[src/rtl/fp16_pkg.sv]
// Shared constants and types for the half-precision iterative divider.
package fp16_pkg;

  localparam int EXP_W = 5;
  localparam int MAN_W = 10;
  localparam int BIAS  = 15;

  localparam logic [15:0] QNAN    = 16'h7E00;
  localparam logic [15:0] POS_INF = 16'h7C00;

  localparam int FLAG_NV = 4;
  localparam int FLAG_DZ = 3;
  localparam int FLAG_OF = 2;
  localparam int FLAG_UF = 1;
  localparam int FLAG_NX = 0;

  localparam int DIV_ITERS = 14;
  // Edges from the accepting edge to the first edge at which out_valid is high.
  localparam int LATENCY   = 17;

  typedef enum logic [2:0] {
    S_IDLE,
    S_PREP,
    S_DIV,
    S_ROUND,
    S_DONE
  } state_t;

  typedef enum logic [2:0] {
    SP_NONE,
    SP_NAN,
    SP_DZ,
    SP_INF,
    SP_ZERO
  } special_t;

endpackage

[src/rtl/fp16_div_round.sv]
// Combinational normalize / round-to-nearest-even / range check of the raw quotient.
module fp16_div_round
  import fp16_pkg::*;
(
  input  logic              [13:0] q,
  input  logic                     rem_nz,
  input  logic signed       [6:0]  es,
  input  logic                     sign,
  output logic              [15:0] result,
  output logic              [4:0]  flags
);

  logic        [12:0] qn;
  logic signed [6:0]  esn;
  logic signed [6:0]  esr;
  logic               guard;
  logic               sticky;
  logic               rnd_up;
  logic        [10:0] sum;

  always_comb begin
    // q[13] is the integer bit; drop it once the quotient is normalized.
    qn     = q[13] ? q[12:0] : {q[11:0], 1'b0};
    esn    = q[13] ? es : es - 7'sd1;
    guard  = qn[2];
    sticky = qn[1] | qn[0] | rem_nz;
    rnd_up = guard & (sticky | qn[3]);
    sum    = {1'b0, qn[12:3]} + {10'd0, rnd_up};
    esr    = sum[10] ? esn + 7'sd1 : esn;

    result          = '0;
    flags           = '0;
    flags[FLAG_NX]  = guard | sticky;
    if (esr >= 7'sd31) begin
      result         = POS_INF | {sign, 15'd0};
      flags[FLAG_OF] = 1'b1;
      flags[FLAG_NX] = 1'b1;
    end else if (esr <= 7'sd0) begin
      result         = {sign, 15'd0};
      flags[FLAG_UF] = 1'b1;
      flags[FLAG_NX] = 1'b1;
    end else begin
      result = {sign, esr[4:0], sum[9:0]};
    end
  end

endmodule

[src/rtl/fp16_div_iter.sv]
// Iterative half-precision divider: one restoring quotient bit per cycle, one op in flight.
module fp16_div_iter
  import fp16_pkg::*;
(
  input  logic        clk,
  input  logic        rst,
  input  logic        in_valid,
  output logic        in_ready,
  input  logic [15:0] a,
  input  logic [15:0] b,
  output logic        out_valid,
  input  logic        out_ready,
  output logic [15:0] result,
  output logic [4:0]  flags
);

  state_t             state;
  special_t           special;
  logic        [15:0] op_a;
  logic        [15:0] op_b;
  logic               sign;
  logic signed [6:0]  es;
  logic        [10:0] mb;
  logic        [11:0] rem;
  logic        [13:0] q;
  logic        [3:0]  cnt;

  logic        [4:0]  ea, eb;
  logic        [9:0]  fa, fb;
  logic               za, zb, ia, ib, na, nb;
  logic signed [6:0]  es_w;
  special_t           special_w;

  always_comb begin
    ea   = op_a[14:10];
    eb   = op_b[14:10];
    fa   = op_a[9:0];
    fb   = op_b[9:0];
    za   = (ea == '0);
    zb   = (eb == '0);
    ia   = (ea == '1) && (fa == '0);
    ib   = (eb == '1) && (fb == '0);
    na   = (ea == '1) && (fa != '0);
    nb   = (eb == '1) && (fb != '0);
    es_w = {2'b00, ea} - {2'b00, eb} + 7'(BIAS);
    special_w = SP_NONE;
    if (na || nb || (za && zb) || (ia && ib))
      special_w = SP_NAN;
    else if (zb && !ia)
      special_w = SP_DZ;
    else if (ia)
      special_w = SP_INF;
    else if (za || ib)
      special_w = SP_ZERO;
  end

  // Remainder is kept at twice its true scale, so the divisor is compared as 2*Mb;
  // this makes the first quotient bit the integer bit without losing Ma's LSB.
  logic [12:0] rem_sh;
  logic [12:0] dvs;
  logic        ge;
  logic [11:0] rem_nx;

  always_comb begin
    rem_sh = {rem, 1'b0};
    dvs    = {1'b0, mb, 1'b0};
    ge     = (rem_sh >= dvs);
    rem_nx = ge ? 12'(rem_sh - dvs) : rem_sh[11:0];
  end

  logic        rem_nz;
  logic [15:0] rnd_result;
  logic [4:0]  rnd_flags;

  assign rem_nz = (rem != '0);

  fp16_div_round u_round (
    .q      (q),
    .rem_nz (rem_nz),
    .es     (es),
    .sign   (sign),
    .result (rnd_result),
    .flags  (rnd_flags)
  );

  always_ff @(posedge clk) begin
    if (rst) begin
      state     <= S_IDLE;
      in_ready  <= 1'b1;
      out_valid <= 1'b0;
      result    <= '0;
      flags     <= '0;
      special   <= SP_NONE;
      op_a      <= '0;
      op_b      <= '0;
      sign      <= 1'b0;
      es        <= '0;
      mb        <= '0;
      rem       <= '0;
      q         <= '0;
      cnt       <= '0;
    end else begin
      unique case (state)
        S_IDLE: begin
          if (in_valid) begin
            op_a     <= a;
            op_b     <= b;
            in_ready <= 1'b0;
            state    <= S_PREP;
          end
        end
        S_PREP: begin
          sign    <= op_a[15] ^ op_b[15];
          es      <= es_w;
          mb      <= {1'b1, fb};
          rem     <= {1'b0, 1'b1, fa};
          q       <= '0;
          cnt     <= 4'(DIV_ITERS - 1);
          special <= special_w;
          state   <= S_DIV;
        end
        S_DIV: begin
          q   <= {q[12:0], ge};
          rem <= rem_nx;
          if (cnt == '0)
            state <= S_ROUND;
          else
            cnt <= cnt - 4'd1;
        end
        S_ROUND: begin
          flags <= '0;
          case (special)
            SP_NAN: begin
              result         <= QNAN;
              flags[FLAG_NV] <= 1'b1;
            end
            SP_DZ: begin
              result         <= POS_INF | {sign, 15'd0};
              flags[FLAG_DZ] <= 1'b1;
            end
            SP_INF:  result <= POS_INF | {sign, 15'd0};
            SP_ZERO: result <= {sign, 15'd0};
            default: begin
              result <= rnd_result;
              flags  <= rnd_flags;
            end
          endcase
          out_valid <= 1'b1;
          state     <= S_DONE;
        end
        S_DONE: begin
          if (out_ready) begin
            out_valid <= 1'b0;
            in_ready  <= 1'b1;
            state     <= S_IDLE;
          end
        end
        default: state <= S_IDLE;
      endcase
    end
  end

endmodule

[config.mk]
export PLATFORM = sky130hd
export DESIGN_NAME = fp16_div_iter
export DESIGN_NICKNAME = d
export VERILOG_FILES = /design/src/rtl/fp16_pkg.sv /design/src/rtl/fp16_div_round.sv /design/src/rtl/fp16_div_iter.sv
export SDC_FILE = /design/constraint.sdc
export NUM_CORES = 1
export LEC_CHECK = 0
export CAP_MARGIN = 20
export CELL_PAD_IN_SITES_DETAIL_PLACEMENT = 2
export CELL_PAD_IN_SITES_GLOBAL_PLACEMENT = 2
export CORE_ASPECT_RATIO = 1.5
export CORE_MARGIN = 3
export CORE_UTILIZATION = 34
export CTS_CLUSTER_DIAMETER = 60
export CTS_CLUSTER_SIZE = 12
export DETAILED_ROUTE_END_ITERATION = 8
export PLACE_DENSITY = 0.81
export SETUP_SLACK_MARGIN = 0.1
export SLEW_MARGIN = 15
export SYNTH_ARGS = -nofsm -noshare
export SYNTH_HDL_FRONTEND = slang
export SYNTH_HIERARCHICAL = 1
export SYNTH_SLANG_ARGS = --single-unit
[constraint.sdc]
create_clock -name clk -period 5.38 [get_ports clk]
set_clock_uncertainty 0.2 [all_clocks]
set_input_delay 1.076 -clock clk [delete_from_list [all_inputs] [get_ports clk]]
set_output_delay 1.076 -clock clk [all_outputs]
set_load 0.02 [all_outputs]
==> impl_results.md <==
* Data required time at the worst endpoint at 5.47 ns
* Number of global-route vias before repair at 6,324
* Setup crit start: q[13]
* Number of hold-repair buffers added at the cts stage at 0
* Sequential cell area in the final layout at 2200 um2
* Main flop type after synthesis: sky130_fd_sc_hd__dfxtp_1
* Post-Place Setup Slack at 0.385 ns
* Final TNS setup at 0 ns
* DR DRC count at 0
* Number of optimization iterations in the first detailed-route pass at 4
* Fillcell total at 2,011
* PostCTS Resize Cnt at 0
* Total congestion overflow at 0
* Count of endpoints failing setup in the final report at 0
* Number of violations of the max-capacitance limit at 0
* Largest net degree at the start of global routing at 87
* Worst-Margin Slew at 1.01 ns
* Result of the run: complete, no violations
* Sequential share of power at 0.346
* R2r startpoint: q[13]
* Total global routing track utilization at 0.203
* Hpwl dp at 14.3 mm
* WHS Path Cells at 2
* Number of port buffers at 58
* Part of the total power dissipated in the clock network at 0.266
* Area of the multi-input gates at 3600 um2
* Number of enable flip-flop cells after synthesis at 0
* Most common library cell in the layout ignoring fill and taps: sky130_fd_sc_hd__nand2_1
* TritonCTS Sinks at 110
* Sort of element at the end of the critical path: flip-flop
* Largest area contributor in the netlist: sky130_fd_sc_hd__dfxtp_1
* Classification of the worst setup path: flip-flop to flip-flop
* Total inserted antenna cells at 0
* Worst Hold Launch: mb[5]
* Part of the Yosys area used for sequential elements at 0.356
* Post-synthesis cell area at 6180 um2
* Number of buffers on the longest clock path at 2
* Net switching power figure at 1.08 mW
* Latest clock arrival within the worst-skew pair at 0.36 ns
* Max transition margin at 0.325
* Post-Syn Area per Cell at 7.88 um2
* Leakage power summed over all cells at 2.57 nW
* First-pass GRT wire length at 32.2 mm
* R2r endpoint: result[9]
* Number of antenna violations at the first check in global routing at 0
* Boundary Pins at 59
* Endpoint of the worst hold-timing path: mb[5]
* Area of the core at 17,600 um2
* TritonCTS clock tree: yes
* Vias per std cell at 5.57
* Maximum vdd drop at 0.158 mV
* Number of cells in the design after placement at 1,008
* Commonest cells after routing, fill and taps aside: sky130_fd_sc_hd__nand2_1 (118), sky130_fd_sc_hd__dfxtp_1 (110), sky130_fd_sc_hd__nor2_1 (87), sky130_fd_sc_hd__a21oi_1 (79), sky130_fd_sc_hd__clkdlybuf4s50_1 (57)
* Count of endpoints failing hold in the final timing report at 0
* Effective utilization at floorplan at 0.352
* Unrepaired setup endpoints after global routing: no
* Setup slack on the worst flop-to-flop path at 0.58 ns
* Data arrival time of the worst path at 4.89 ns
* Tightest Hold Check Type: flip-flop to flip-flop
* Distinct cell type count of the synthesized netlist at 71
* Startpoint type of the worst setup path: flip-flop
* H-tree levels at 3
* Switching power as a share of total power at 0.386
* Achievable clock frequency at 0.208 GHz
* Drt first-iter violations at 244
* Biggest area contributors in the synthesized netlist: sky130_fd_sc_hd__dfxtp_1 (36%), sky130_fd_sc_hd__nand2_1 (7.2%), sky130_fd_sc_hd__a21oi_1 (6.4%)
* Cell row count at 59
* Overall routed net length at 19.3 mm
* Number of vias after detailed routing at 5,707
* Die width at 116 um
* Die height at 171 um
* Root Driver: sky130_fd_sc_hd__clkbuf_16
* Fraction of synthesized cell area taken by the top area cell type at 0.356
* Max-slew violation count at 0
* Total of flip-flops plus latches after synthesis at 110
* Async set-reset flop share out of synthesis at 0
* Remaining antenna violation count after routing at 0
* Final critical-path required period at 4.80 ns
* P&R area growth vs syn at 15.6%
* Clk slew on worst S/H paths at 0.08 ns
* Final cell count without fillers at 1,024
* Post-DR wirelength/cell at 18.9 um
* Count of mapped cells out of synthesis at 784
* Layout cells sized above 1 at 0.0567
* Reg2reg path depth at 14
* Number of warnings issued by yosys at 6
* Power share of the combinational group at 0.388
* Worst-path fanout max at 16
* Die outline area at 19,900 um2
* Worst Slack Setup Final at 0.580 ns
* Number of CTS-inserted buffers at 9
* Weighted congestion reported at the end of routability-driven placement at 0.851
* Period utilization at 0.892
* Number of setup buffers added after CTS at 0
* Internal power consumption at 1.72 mW
* Final net count at 866
* Power density over the cells at 393 nW/um2
* Total Power at 2.80 mW
==> state kept, by name, summed over array words and instances, names as in the netlist <==
register	cells
sign	1
flags	5
op_b	16
es	7
q	14
in_ready	1
special	3
mb	11
state	3
out_valid	1
cnt	4
result	16
op_a	16
rem	12
==> cell type report <==
| class | count | share of cell area |
|---|---|---|
| multi-input combinational | 589 | 0.505 |
| sequential | 110 | 0.308 |
| timing repair buffer | 65 | 0.0883 |
| tap | 213 | 0.0373 |
| clock buffer | 10 | 0.0321 |
| inverter | 31 | 0.0163 |
| clock inverter | 6 | 0.0130 |
==> power by group through the flow <==
stage          logic, mW  clock network [mW]  registers, mW
6_report            1.09               0.746          0.970
5_1_grt             1.22               0.796          0.983
4_1_cts             1.10               0.767          0.971
3_5_place_dp        1.08                   0          0.989
3_3_place_gp        1.02                   0          0.980
2_1_floorplan      0.835                   0          0.961
==> synthesized netlist by cell type (all sizes together) (3+ instances only) <==
cell and n:
o21ai 21, nand2b 3, o22ai 5, o31ai 5, nand3b 3, o311a 3, nor2b 8, buf 30
or3 3, a22oi 27, inv 31, clkbuf 25, mux2i 18, nor2 89, o31a 3, or4 3
or2 3, xor2 20, dfxtp 110, xnor2 23, a31oi 6, nand4 7, nor4 22, a21oi 80
a21o 6, and3 7, and2 5, ha 22, nor4b 3, a211oi 15, nand3 13, nor3 16
nand2 120
==> critical path, cell delays in order (launching register included) <==
cell	delay, ns
sky130_fd_sc_hd__dfxtp_1	0.70
sky130_fd_sc_hd__o31a_1	0.25
sky130_fd_sc_hd__o22a_1	0.15
sky130_fd_sc_hd__ha_1	0.18
sky130_fd_sc_hd__ha_1	0.25
sky130_fd_sc_hd__nand4_1	0.25
sky130_fd_sc_hd__nor4_4	0.57
sky130_fd_sc_hd__and4b_1	0.36
sky130_fd_sc_hd__xnor2_1	0.15
sky130_fd_sc_hd__a41o_1	0.38
sky130_fd_sc_hd__nor4_1	0.51
sky130_fd_sc_hd__nand2_1	0.11
sky130_fd_sc_hd__a2111oi_0	0.44
sky130_fd_sc_hd__a21oi_1	0.08
sky130_fd_sc_hd__nor2_1	0.14
==> cell families after synthesis <==
kind of cell             count (synthesis)  share of synthesized area
multiplexers                            20                     0.0328
AO/OA/AOI/OAI                          188                      0.195
AND/OR/NAND/NOR                        311                      0.239
XOR/XNOR                                43                     0.0609
flip-flops                             110                      0.356
other                                    1                   0.000607
adder cells (fa/ha/maj)                 25                     0.0526
buffers and inverters                   86                     0.0628
==> layer usage <==
layer  vias to the layer above  global-route usage  wire, um
met2                       101               0.381     10500
met1                      2800               0.228      7790
met3                        32              0.0209       420
met5                         -                   0         0
li1                       2774                   -         -
met4                         0              0.0873       673
==> how the worst max path moves through the flow <==
stage	to	cells past startpoint
4_1_cts	result[9]	14
6_report	result[9]	14
5_1_grt	result[9]	14
3_5_place_dp	result[9]	14
2_1_floorplan	result[9]	18
3_3_place_gp	result[9]	14
==> stage by stage <==
| step | instance area, um2 | hold slack, ns | util |
|---|---|---|---|
| after CTS | 7130 | 0.269 | 0.406 |
| after detailed placement | 6810 | 0.252 | 0.388 |
| after global placement | 6810 | 0.247 | 0.388 |
| after floorplan | 6180 | 0.233 | - |
| after global routing | 7140 | 0.286 | 0.406 |
| final | 7140 | 0.263 | 0.406 |
No activity file was read; power rests on OpenSTA's default activity.
